===== src/rtl/wb_uart_host_pkg.sv =====
// wb_uart_host_pkg
// Shared definitions for the Wishbone UART host: register byte offsets,
// STATUS bit indices, TX/RX FSM state encodings, the minimum baud divisor
// and a divisor clamp helper.
package wb_uart_host_pkg;

  // Register byte offsets within the 16-byte window
  localparam logic [3:0] REG_TXDATA = 4'h0;
  localparam logic [3:0] REG_RXDATA = 4'h4;
  localparam logic [3:0] REG_STATUS = 4'h8;
  localparam logic [3:0] REG_DIV    = 4'hC;

  // STATUS bit positions
  localparam int unsigned ST_TX_BUSY    = 0;
  localparam int unsigned ST_RX_VALID   = 1;
  localparam int unsigned ST_RX_OVERRUN = 2;
  localparam int unsigned ST_FRAME_ERR  = 3;
  localparam int unsigned ST_TX_DROP    = 4;
  localparam int unsigned STATUS_W      = 5;

  // Smallest usable divisor; keeps the RX half-bit wait non-zero
  localparam logic [15:0] DIV_MIN = 16'd4;

  typedef enum logic [1:0] {
    TX_IDLE,
    TX_START,
    TX_DATA,
    TX_STOP
  } tx_state_e;

  typedef enum logic [1:0] {
    RX_IDLE,
    RX_START,
    RX_DATA,
    RX_STOP
  } rx_state_e;

  function automatic logic [15:0] clamp_div(input logic [15:0] d);
    return (d < DIV_MIN) ? DIV_MIN : d;
  endfunction

endpackage


===== src/rtl/uart_rx_core.sv =====
// uart_rx_core
// 8N1 receiver: 2-flop synchronizer, start-bit validation at mid-bit,
// eight LSB-first data samples and a stop-bit check.
// Ports:
//   clk, rst_n   clock, synchronous active-low reset
//   rx           asynchronous serial input
//   div          clock cycles per bit (latched at each start edge)
//   byte_valid   1-cycle pulse, byte_data holds a good byte
//   byte_data    last correctly framed byte
//   frame_err    1-cycle pulse when the stop bit samples low
module uart_rx_core
  import wb_uart_host_pkg::*;
(
  input  logic        clk,
  input  logic        rst_n,
  input  logic        rx,
  input  logic [15:0] div,
  output logic        byte_valid,
  output logic [7:0]  byte_data,
  output logic        frame_err
);

  logic        sync1;
  logic        rx_s;
  logic        rx_prev;
  rx_state_e   state;
  logic [15:0] cnt;
  logic [15:0] div_q;
  logic [15:0] half_m1;
  logic [15:0] full_m1;
  logic [2:0]  bit_idx;
  logic [7:0]  shreg;

  assign half_m1 = {1'b0, div_q[15:1]} - 16'd1;
  assign full_m1 = div_q - 16'd1;

  always_ff @(posedge clk) begin
    if (!rst_n) begin
      sync1      <= 1'b1;
      rx_s       <= 1'b1;
      rx_prev    <= 1'b1;
      state      <= RX_IDLE;
      cnt        <= '0;
      div_q      <= DIV_MIN;
      bit_idx    <= '0;
      shreg      <= '0;
      byte_valid <= 1'b0;
      byte_data  <= '0;
      frame_err  <= 1'b0;
    end else begin
      sync1      <= rx;
      rx_s       <= sync1;
      rx_prev    <= rx_s;
      byte_valid <= 1'b0;
      frame_err  <= 1'b0;
      case (state)
        RX_IDLE: begin
          if (rx_prev && !rx_s) begin
            state <= RX_START;
            cnt   <= '0;
            div_q <= div;
          end
        end
        RX_START: begin
          if (cnt == half_m1) begin
            cnt <= '0;
            // Line back high at mid start bit: a glitch, not a frame
            if (rx_s) begin
              state <= RX_IDLE;
            end else begin
              state   <= RX_DATA;
              bit_idx <= '0;
            end
          end else begin
            cnt <= cnt + 16'd1;
          end
        end
        RX_DATA: begin
          if (cnt == full_m1) begin
            cnt   <= '0;
            shreg <= {rx_s, shreg[7:1]};
            if (bit_idx == 3'd7) begin
              state <= RX_STOP;
            end else begin
              bit_idx <= bit_idx + 3'd1;
            end
          end else begin
            cnt <= cnt + 16'd1;
          end
        end
        RX_STOP: begin
          if (cnt == full_m1) begin
            cnt   <= '0;
            state <= RX_IDLE;
            if (rx_s) begin
              byte_valid <= 1'b1;
              byte_data  <= shreg;
            end else begin
              frame_err <= 1'b1;
            end
          end else begin
            cnt <= cnt + 16'd1;
          end
        end
        default: state <= RX_IDLE;
      endcase
    end
  end

endmodule


===== src/rtl/wb_uart_host.sv =====
// wb_uart_host
// Wishbone-slave UART peer for an on-chip core: 8N1 transmit and receive,
// one-byte holding registers, sticky error flags, programmable divisor.
// Ports:
//   wb_clk_i, wb_rst_ni        clock, synchronous active-low reset
//   wbs_stb_i/cyc_i/we_i       Wishbone classic strobe, cycle, write enable
//   wbs_sel_i, wbs_adr_i       byte lanes, address
//   wbs_dat_i, wbs_dat_o       write / read data
//   wbs_ack_o                  1-cycle acknowledge
//   uart_tx                    serial out (idle high)
//   uart_rx                    asynchronous serial in
//   irq                        mirrors rx_valid
module wb_uart_host
  import wb_uart_host_pkg::*;
#(
  parameter logic [31:0] BASE_ADDR = 32'h3000_0000,
  parameter logic [15:0] CLK_DIV   = 16'd434
) (
  input  logic        wb_clk_i,
  input  logic        wb_rst_ni,
  input  logic        wbs_stb_i,
  input  logic        wbs_cyc_i,
  input  logic        wbs_we_i,
  input  logic [3:0]  wbs_sel_i,
  input  logic [31:0] wbs_adr_i,
  input  logic [31:0] wbs_dat_i,
  output logic        wbs_ack_o,
  output logic [31:0] wbs_dat_o,
  output logic        uart_tx,
  input  logic        uart_rx,
  output logic        irq
);

  logic                addr_hit;
  logic                served;
  logic                req;
  logic                wr;
  logic                rd;
  logic [3:0]          reg_off;
  logic [31:0]         rdata;
  logic [15:0]         div_wr;
  logic [STATUS_W-1:0] status;

  logic [15:0] div;
  logic        rx_valid;
  logic        rx_overrun;
  logic        frame_err_flag;
  logic        tx_drop;
  logic [7:0]  rx_byte;

  tx_state_e   tx_state;
  logic [15:0] tx_cnt;
  logic [15:0] tx_div;
  logic [2:0]  tx_bit;
  logic [7:0]  tx_shift;
  logic        tx_busy;
  logic        tx_wr;
  logic        tx_start;

  logic        rx_byte_valid;
  logic [7:0]  rx_new_byte;
  logic        rx_frame_err;

  logic        unused_inputs;
  assign unused_inputs = ^{wbs_adr_i[1:0], wbs_dat_i[31:16], wbs_sel_i[3:2]};

  // One ack per strobe assertion: 'served' stays set until stb/cyc drop,
  // so a held strobe is acknowledged only once.
  assign addr_hit = (wbs_adr_i[31:4] == BASE_ADDR[31:4]);
  assign req      = wbs_stb_i && wbs_cyc_i && addr_hit && !served;
  assign wr       = req && wbs_we_i;
  assign rd       = req && !wbs_we_i;
  assign reg_off  = {wbs_adr_i[3:2], 2'b00};

  assign tx_busy  = (tx_state != TX_IDLE);
  assign tx_wr    = wr && (reg_off == REG_TXDATA) && wbs_sel_i[0];
  assign tx_start = tx_wr && !tx_busy;
  assign irq      = rx_valid;

  always_comb begin
    status                = '0;
    status[ST_TX_BUSY]    = tx_busy;
    status[ST_RX_VALID]   = rx_valid;
    status[ST_RX_OVERRUN] = rx_overrun;
    status[ST_FRAME_ERR]  = frame_err_flag;
    status[ST_TX_DROP]    = tx_drop;
  end

  always_comb begin
    rdata = '0;
    case (reg_off)
      REG_RXDATA: rdata = {24'h0, rx_byte};
      REG_STATUS: rdata = {{(32-STATUS_W){1'b0}}, status};
      REG_DIV:    rdata = {16'h0, div};
      default:    rdata = '0;
    endcase
  end

  always_comb begin
    div_wr = div;
    if (wbs_sel_i[0]) div_wr[7:0]  = wbs_dat_i[7:0];
    if (wbs_sel_i[1]) div_wr[15:8] = wbs_dat_i[15:8];
  end

  uart_rx_core u_rx (
    .clk        (wb_clk_i),
    .rst_n      (wb_rst_ni),
    .rx         (uart_rx),
    .div        (div),
    .byte_valid (rx_byte_valid),
    .byte_data  (rx_new_byte),
    .frame_err  (rx_frame_err)
  );

  // Bus interface and register file
  always_ff @(posedge wb_clk_i) begin
    if (!wb_rst_ni) begin
      wbs_ack_o      <= 1'b0;
      wbs_dat_o      <= '0;
      served         <= 1'b0;
      div            <= CLK_DIV;
      rx_valid       <= 1'b0;
      rx_overrun     <= 1'b0;
      frame_err_flag <= 1'b0;
      tx_drop        <= 1'b0;
      rx_byte        <= '0;
    end else begin
      wbs_ack_o <= req;
      wbs_dat_o <= rd ? rdata : '0;

      if (!(wbs_stb_i && wbs_cyc_i)) begin
        served <= 1'b0;
      end else if (req) begin
        served <= 1'b1;
      end

      if (wr && (reg_off == REG_DIV)) begin
        div <= clamp_div(div_wr);
      end

      // W1C clears come first so a same-cycle event still sets the flag
      if (wr && (reg_off == REG_STATUS) && wbs_sel_i[0]) begin
        if (wbs_dat_i[ST_RX_OVERRUN]) rx_overrun     <= 1'b0;
        if (wbs_dat_i[ST_FRAME_ERR])  frame_err_flag <= 1'b0;
        if (wbs_dat_i[ST_TX_DROP])    tx_drop        <= 1'b0;
      end

      // A byte landing in the same cycle as an RXDATA read replaces the
      // consumed one rather than counting as an overrun.
      if (rx_byte_valid) begin
        if (rx_valid && !(rd && (reg_off == REG_RXDATA))) begin
          rx_overrun <= 1'b1;
        end else begin
          rx_byte  <= rx_new_byte;
          rx_valid <= 1'b1;
        end
      end else if (rd && (reg_off == REG_RXDATA)) begin
        rx_valid <= 1'b0;
      end

      if (rx_frame_err) frame_err_flag <= 1'b1;
      if (tx_wr && tx_busy) tx_drop <= 1'b1;
    end
  end

  // Transmitter FSM
  always_ff @(posedge wb_clk_i) begin
    if (!wb_rst_ni) begin
      tx_state <= TX_IDLE;
      uart_tx  <= 1'b1;
      tx_cnt   <= '0;
      tx_div   <= DIV_MIN;
      tx_bit   <= '0;
      tx_shift <= '0;
    end else begin
      case (tx_state)
        TX_IDLE: begin
          uart_tx <= 1'b1;
          if (tx_start) begin
            tx_state <= TX_START;
            uart_tx  <= 1'b0;
            tx_cnt   <= '0;
            tx_div   <= div;
            tx_shift <= wbs_dat_i[7:0];
          end
        end
        TX_START: begin
          if (tx_cnt == tx_div - 16'd1) begin
            tx_cnt   <= '0;
            tx_state <= TX_DATA;
            tx_bit   <= '0;
            uart_tx  <= tx_shift[0];
          end else begin
            tx_cnt <= tx_cnt + 16'd1;
          end
        end
        TX_DATA: begin
          if (tx_cnt == tx_div - 16'd1) begin
            tx_cnt <= '0;
            if (tx_bit == 3'd7) begin
              tx_state <= TX_STOP;
              uart_tx  <= 1'b1;
            end else begin
              tx_bit   <= tx_bit + 3'd1;
              tx_shift <= {1'b0, tx_shift[7:1]};
              uart_tx  <= tx_shift[1];
            end
          end else begin
            tx_cnt <= tx_cnt + 16'd1;
          end
        end
        TX_STOP: begin
          if (tx_cnt == tx_div - 16'd1) begin
            tx_cnt   <= '0;
            tx_state <= TX_IDLE;
          end else begin
            tx_cnt <= tx_cnt + 16'd1;
          end
        end
        default: begin
          tx_state <= TX_IDLE;
          uart_tx  <= 1'b1;
        end
      endcase
    end
  end

endmodule


===== config.mk =====
export PLATFORM = sky130hd
export DESIGN_NAME = wb_uart_host
export DESIGN_NICKNAME = d
export VERILOG_FILES = /design/src/rtl/wb_uart_host_pkg.sv /design/src/rtl/uart_rx_core.sv /design/src/rtl/wb_uart_host.sv
export SDC_FILE = /design/constraint.sdc
export NUM_CORES = 1
export LEC_CHECK = 0
export CORE_MARGIN = 3
export CORE_UTILIZATION = 30
export CTS_BUF_LIST = sky130_fd_sc_hd__clkbuf_8
export DETAILED_ROUTE_END_ITERATION = 7
export DONT_BUFFER_PORTS = 1
export SLEW_MARGIN = 10
export SYNTH_ARGS = -nofsm -noshare
export SYNTH_HDL_FRONTEND = slang
export SYNTH_SLANG_ARGS = --single-unit

===== constraint.sdc =====
create_clock -name wb_clk_i -period 8.9 [get_ports wb_clk_i]
set_input_delay 1.78 -clock wb_clk_i [delete_from_list [all_inputs] [get_ports wb_clk_i]]
set_output_delay 1.78 -clock wb_clk_i [all_outputs]
set_load 0.03 [all_outputs]

# Yosys cells after proc, flatten, opt, wreduce, memory -nomap -nowiden
# Cells that the tools add are included.
dict set report op_classes {
  add_sub_neg 7
  n_lt_le_gt_ge 1
  n_eq_ne 29
  n_mux 57
  n_bitwise 1
  n_reduce_logical 52
}
# cell count
set op_table {}
lappend op_table {{16-bit 2-to-1 mux} 6}
lappend op_table {{16-bit case mux with 3 select lines} 2}
lappend op_table {{16-bit equality test} 3}
lappend op_table {{8-bit 2-to-1 mux} 5}
lappend op_table {{16-bit by 1-bit adder with 16-bit output, second input constant} 2}
lappend op_table {{16-bit case mux with 2 select lines} 1}
lappend op_table {{16-bit by 1-bit subtractor with 16-bit output, second input constant} 2}
lappend op_table {{28-bit by 26-bit equality test with 1-bit output, second input constant} 1}
lappend op_table {{2-bit 2-to-1 mux} 11}
lappend op_table {{3-bit 2-to-1 mux} 7}
lappend op_table {{1-bit 2-to-1 mux} 19}
lappend op_table {{2-bit != test, second input constant} 9}
lappend op_table {{2-bit AND reduction} 9}
lappend op_table {{2-bit nonzero test} 9}
lappend op_table {{16-bit by 3-bit less-than comparator with 1-bit output, second input constant} 1}
lappend op_table {{2-bit case mux with 4 select lines} 2}
lappend op_table {{8-bit case mux with 2 select lines} 1}
lappend op_table {{15-bit by 1-bit subtractor with 16-bit output, second input constant} 1}
lappend op_table {{1-bit logical AND} 15}
lappend op_table {{5-bit AND reduction} 3}
lappend op_table {{2-bit equality test, second input constant} 6}
lappend op_table {{3-bit case mux with 2 select lines} 2}
lappend op_table {{2-bit by 1-bit != test with 1-bit output, second input constant} 5}
lappend op_table {{3-bit AND reduction} 3}
lappend op_table {{other kinds (12)} 22}
dict set report totals {
  reg_bits 166
  input_bits 74
  out_inout_bits 35
  elab_cells 173
}

# Logic depth before layout (Yosys ltp)
dict set report depth {
  ltp_word 9
  mapped_depth 14
  depth_no_buf 10
}

# Hierarchy
# A second synthesis with hierarchy kept.
dict set report hier_totals {
  hier_cells 950
  area_unflattened_um2 8330.5
}
# mod n_inst cells_per_inst area_per_inst_um2 seq_area_each_um2
set modules_own_cells {}
lappend modules_own_cells {wb_uart_host 1 520 4712.0 1841.8}
lappend modules_own_cells {uart_rx_core 1 430 3618.5 1161.1}

# Worst setup path before layout
# Ideal clock, no wire load.
dict set report synth_timing {
  kind {input-to-reg}
  start {in wbs_adr_i[7]}
  end {reg tx_div[10]}
  setup_ns 0.128
  t_arrival_ns 3.479
  required_time_ns 8.772
  path_slack_ns 5.293
  path_stages 8
  path_buffers 1
  cell_sequence {nor4_1 > nand4_1 > nor4_1 > nor4b_1 > nand2_1 > clkbuf_1 > mux2i_1 > nor2_1}
}
dict set report synth_via {
  elab_chain_len 8
}
# element line
set synth_rtl {}
lappend synth_rtl {{start, declared} wb_uart_host.sv:25} ;# input logic [31:0] wbs_adr_i,
lappend synth_rtl {{28-bit by 26-bit equality test with 1-bit output} wb_uart_host.sv:69} ;# assign addr_hit = (wbs_adr_i[31:4] == BASE_ADDR[31:4]);
lappend synth_rtl {{1-bit logical AND (2 in a row)} wb_uart_host.sv:70} ;# assign req = wbs_stb_i && wbs_cyc_i && addr_hit && !served;
lappend synth_rtl {{1-bit logical AND} wb_uart_host.sv:71} ;# assign wr = req && wbs_we_i;
lappend synth_rtl {{1-bit logical AND (2 in a row)} wb_uart_host.sv:76} ;# assign tx_wr = wr && (reg_off == REG_TXDATA) && wbs_sel_i[0];
lappend synth_rtl {{1-bit logical AND} wb_uart_host.sv:77} ;# assign tx_start = tx_wr && !tx_busy;
lappend synth_rtl {{2-bit AND reduction (no source line)} n/a}
lappend synth_rtl {{end signal, assigned} wb_uart_host.sv:183} ;# tx_div <= div;
lappend synth_rtl {{end, declared} wb_uart_host.sv:53} ;# logic [15:0] tx_div;
# No other way between the ends.
# A chain may end at the register's enable or synchronous reset.

# Worst setup path in the final report
dict set report layout_timing {
  start {reg u_rx.div_q[2]}
  end {reg u_rx.cnt[13]}
}
dict set report layout_via {
  elab_chain_len 4
  word_cells_on_any_way 7
  cone_classes {2 x add/sub; 2 x eq/ne; 3 x mux}
}
# element line
set layout_rtl {}
lappend layout_rtl {{start, declared} uart_rx_core.sv:28} ;# logic [15:0] div_q;
lappend layout_rtl {{start signal, assigned} uart_rx_core.sv:61} ;# div_q <= div;
lappend layout_rtl {{16-bit by 1-bit subtractor with 16-bit output or 15-bit by 1-bit subtractor with 16-bit output (tied branches)} {uart_rx_core.sv:35, uart_rx_core.sv:34}}
lappend layout_rtl {{16-bit equality test (on tied branches)} {uart_rx_core.sv:79, uart_rx_core.sv:92, uart_rx_core.sv:65}}
lappend layout_rtl {{16-bit 2-to-1 mux (on tied branches)} {uart_rx_core.sv:79, uart_rx_core.sv:92, uart_rx_core.sv:65}}
lappend layout_rtl {{16-bit case mux with 3 select lines *} uart_rx_core.sv:56} ;# case (state)
lappend layout_rtl {{end signal, assigned} uart_rx_core.sv:75} ;# cnt <= cnt + 16'd1;
lappend layout_rtl {{end signal, assigned} uart_rx_core.sv:88} ;# cnt <= cnt + 16'd1;
lappend layout_rtl {{end signal, assigned} uart_rx_core.sv:102} ;# cnt <= cnt + 16'd1;
lappend layout_rtl {{end, declared} uart_rx_core.sv:27} ;# logic [15:0] cnt;
# Mark *: on every way between the ends. The rest lies on a longest branch, timed or not.

==> results.json <==
{
  "outcome": "complete, no violations",
  "core.rowCount": 61,
  "hold_path.class": "register to register",
  "antenna_cells": 0,
  "cts_resized": 0,
  "rrSetupSlack_ps": 4630,
  "crit_top_cell": "nor4b_2",
  "dr.first_iter.drc_count": 695,
  "hold_viol_final": 0,
  "core-area_sq_um": 28160,
  "synth_top_family_by_area": "simple AND/OR/NAND/NOR gates",
  "cp.depth": 11,
  "cts_tree": "yes",
  "setup_tns_ps": 0,
  "worstReg2RegStart": "u_rx.div_q[2]",
  "crit_buf_inv": 2,
  "critical-path-top-delay-family": "simple AND/OR/NAND/NOR gates",
  "synth-simple-area-share": 0.2830,
  "synth_flop_cell": "dfxtp_1",
  "start_util": 0.3078,
  "multiInputGateArea_sq_um": 5169,
  "fin_skew_ps": 14.75,
  "cts.clk_slew.worst_paths_ps": 90,
  "start_kind": "register",
  "path_cells": "inv_1 > ha_1 > nor4b_2 > nand4_1 > and4b_1 > nor3_1 > nor4b_2 > a32oi_2 > buf_4 > nand3_1 > o311ai_1",
  "drt-wirelength-per-cell_microns": 15.58,
  "finalSetupViolations": 0,
  "drive_gt1_frac": 0.06867,
  "clk-insertion-delay-late_ps": 460,
  "wirelength_mm": 22.00,
  "p_total_uw": 1432,
  "synthAdderAreaFrac": 0.02020,
  "relSlewSlack": 0.2215,
  "synth_warnings": 0,
  "nFillCells": 2971,
  "ff_latch_area_sq_um": 3003,
  "synth_cell_types": 78,
  "slowest_stage": "nor4b_2",
  "synth_top_area_frac": 0.3464,
  "antenna_found_initial": 0,
  "yosys-top-cells-area": "dfxtp_1 (35%), mux2i_1 (5.9%), nor2_1 (4.9%)",
  "cp-endpoint": "u_rx.cnt[13]",
  "die_h_microns": 176.0,
  "synth.yosys.seq_area_share": 0.3464,
  "cts-htree-levels": 4,
  "irDropWorstVdd_v": 0.00009034,
  "dieArea_sq_um": 30970,
  "yosysTopAreaCell": "dfxtp_1",
  "power_density_nw_per_um2": 155.9,
  "maxCapViolCount": 0,
  "max_freq_mhz": 234.0,
  "ys_seq_elements": 150,
  "grt_max_degree": 93,
  "cts.path.max_buffers": 2,
  "cts_setup_buffers": 0,
  "place_hpwl_mm": 16.05,
  "syn_area_sq_um": 8670,
  "synth-compound-area-share": 0.1507,
  "crit_required_ps": 9260,
  "place.gp.congestion": 0.9144,
  "layout_min_cycle_time_ps": 4273,
  "grt_pass1_wl_mm": 35.60,
  "overflow": 0,
  "synth_enable_flop_cells": 0,
  "die_w_microns": 176.0,
  "startpoint": "u_rx.div_q[2]",
  "hold_buffers": 0,
  "fin_crit_sh": 0.4802,
  "syn_avg_cell_area_sq_um": 8.072,
  "io_buffers": 0,
  "ys_async_sr_fraction": 0,
  "vias_per_cell": 5.280,
  "dp.cells": 1380,
  "drc": 0,
  "maxSlewViolCount": 0,
  "first_global_vias": 6938,
  "cts_made_buffers": 17,
  "cp_max_fo": 18,
  "io_pins": 109,
  "synth-xor-area-share": 0.07000,
  "fin_cells": 1412,
  "grt_usage": 0.1405,
  "path_class": "register to register",
  "critPathCaptureType": "register",
  "worstMarginPinSlew_ps": 1163,
  "cts.sinks": 150,
  "worstPathArrival_ps": 4630,
  "root_buffer": "clkbuf_8",
  "cp_slowest_stage_delay_ps": 730,
  "nNetsFinal": 1109,
  "r2r_cells": 11,
  "first_pass_iters": 5,
  "ant_nets": 0,
  "postSynthCellCount": 1074,
  "r2r-end": "u_rx.cnt[13]",
  "whs_ps": 451.3,
  "vias": 7456,
  "p_leak_uw": 0.003180,
  "area.growth.synth_to_final_pct": 5.946,
  "rsz0062_at_grt": "false",
  "synthMuxAreaShare": 0.06538
}
-- cell type report --
class	instances	share of cell area
clock buffers	19	0.02847
clock inverters	13	0.01526
inverters	31	0.01267
multi-input cells	818	0.5627
flip-flops and latches	150	0.3269
well taps	378	0.05149
repair buffers	3	0.002452
-- cell families (layout without fill, tap and decap cells) --
| family | after synthesis | in the layout |
|---|---|---|
| adders and majority gates | 14 | 14 |
| other | 1 | 16 |
| muxes | 56 | 56 |
| xor gates and xnor gates | 66 | 66 |
| and+or+nand+nor | 478 | 478 |
| AOI/OAI and AO/OA | 188 | 188 |
| buffers and inverters | 121 | 66 |
| DFF | 150 | 150 |
-- worst reg2reg max path, delay by kind of cell (launching register included) --
family,cells,cell delay (ps)
DFF,1,420
and+or+nand+nor,6,2370
AOI/OAI and AO/OA,2,630
adders and majority gates,1,360
buffers and inverters,2,410
-- sequential cells by signal, summed over array words and instances, names as in the netlist, 2 cells and up, named ones only --
signal          count
div                16
tx_state            2
u_rx.bit_idx        3
rx_byte             8
u_rx.cnt           16
tx_bit              3
tx_div             16
tx_cnt             16
u_rx.shreg          8
tx_shift            8
u_rx.div_q         16
u_rx.byte_data      8
wbs_dat_o          16
-- placed cells by master, fill, tap and decap left out, drive strengths merged, types with 4 or more instances in the layout --
| master | instances |
|---|---|
| a22oi | 10 |
| dfxtp | 150 |
| nor3 | 33 |
| or2 | 10 |
| a211oi | 5 |
| and2 | 9 |
| xor2 | 25 |
| or3 | 22 |
| nand2 | 110 |
| a32oi | 4 |
| inv | 37 |
| a41oi | 4 |
| nor2 | 113 |
| o21ai | 31 |
| and3 | 17 |
| conb | 16 |
| nor2b | 9 |
| nor4 | 29 |
| mux2 | 5 |
| nor4b | 6 |
| clkbuf | 19 |
| nand4 | 23 |
| o2111ai | 4 |
| or4 | 9 |
| o311ai | 7 |
| o21bai | 4 |
| o22ai | 6 |
| a21oi | 55 |
| xnor2 | 39 |
| clkinv | 6 |
| ha | 14 |
| a211o | 5 |
| o31ai | 6 |
| a31oi | 7 |
| nand3 | 55 |
| mux2i | 51 |
| nand2b | 13 |
| o211ai | 4 |
-- per-layer routing --
layer	track usage	routed length (microns)	vias to the layer above
li1	-	-	3709
met1	0.2021	10930	3505
met2	0.2045	9081	221
met3	0.03871	1708	21
met4	0.04190	283	0
met5	0	0	-
-- stage by stage --
step / setup slack (ps) / utilization / cell area [sq um]
final: 4627 / 0.3261 / 9185
after global routing: 4489 / 0.3261 / 9185
after CTS: 4743 / 0.3261 / 9185
after detailed placement: 4346 / 0.3119 / 8783
after global placement: 4332 / 0.3119 / 8783
after floorplan: 5293 / - / 8726
-- where the power goes --
part | switching (uW) | internal (uW) | leakage, uW | total (uW)
registers | 22.2 | 687 | 0.00121 | 709
clock network | 292 | 246 | 0.000208 | 538
logic | 119 | 65.9 | 0.00176 | 185
total | 434 | 999 | 0.00318 | 1430
-- Yosys cell counts, types with 4 or more instances --
master and n:
mux2_2 5, nand3_1 55, inv_1 31, o21bai_1 4, o21ai_1 4, a211o_1 5, xnor2_1 39, nor4_1 27
nand2_1 110, o211ai_1 4, nand4_1 23, o311ai_1 7, nor3_1 29, o22ai_1 6, and2_1 9, nand2b_1 13
buf_2 8, buf_4 16, o21ai_0 26, buf_6 4, buf_1 5, xor2_1 25, or4_1 7, o2111ai_1 4
or2_2 10, a41oi_1 4, a22oi_1 10, nor2_1 113, nor4b_1 4, mux2i_1 51, a211oi_1 5, ha_1 14
clkbuf_1 57, or3_1 22, and3_1 17, dfxtp_1 150, a21oi_1 55, o31ai_1 6, nor2b_1 9, a31oi_1 6
nor3_2 4
-- how the worst min path moves through the flow --
| stage | start | end | slack, ps | cells past startpoint |
|---|---|---|---|---|
| 3_3_place_gp | u_rx.sync1 | u_rx.rx_s | 440 | 1 |
| 2_1_floorplan | u_rx.sync1 | u_rx.rx_s | 390 | 1 |
| 6_report | u_rx.sync1 | u_rx.rx_s | 450 | 1 |
| 3_5_place_dp | u_rx.sync1 | u_rx.rx_s | 430 | 1 |
| 5_1_grt | u_rx.sync1 | u_rx.rx_s | 480 | 1 |
| 4_1_cts | u_rx.sync1 | u_rx.rx_s | 460 | 1 |
(Power assumes the default switching activity.)
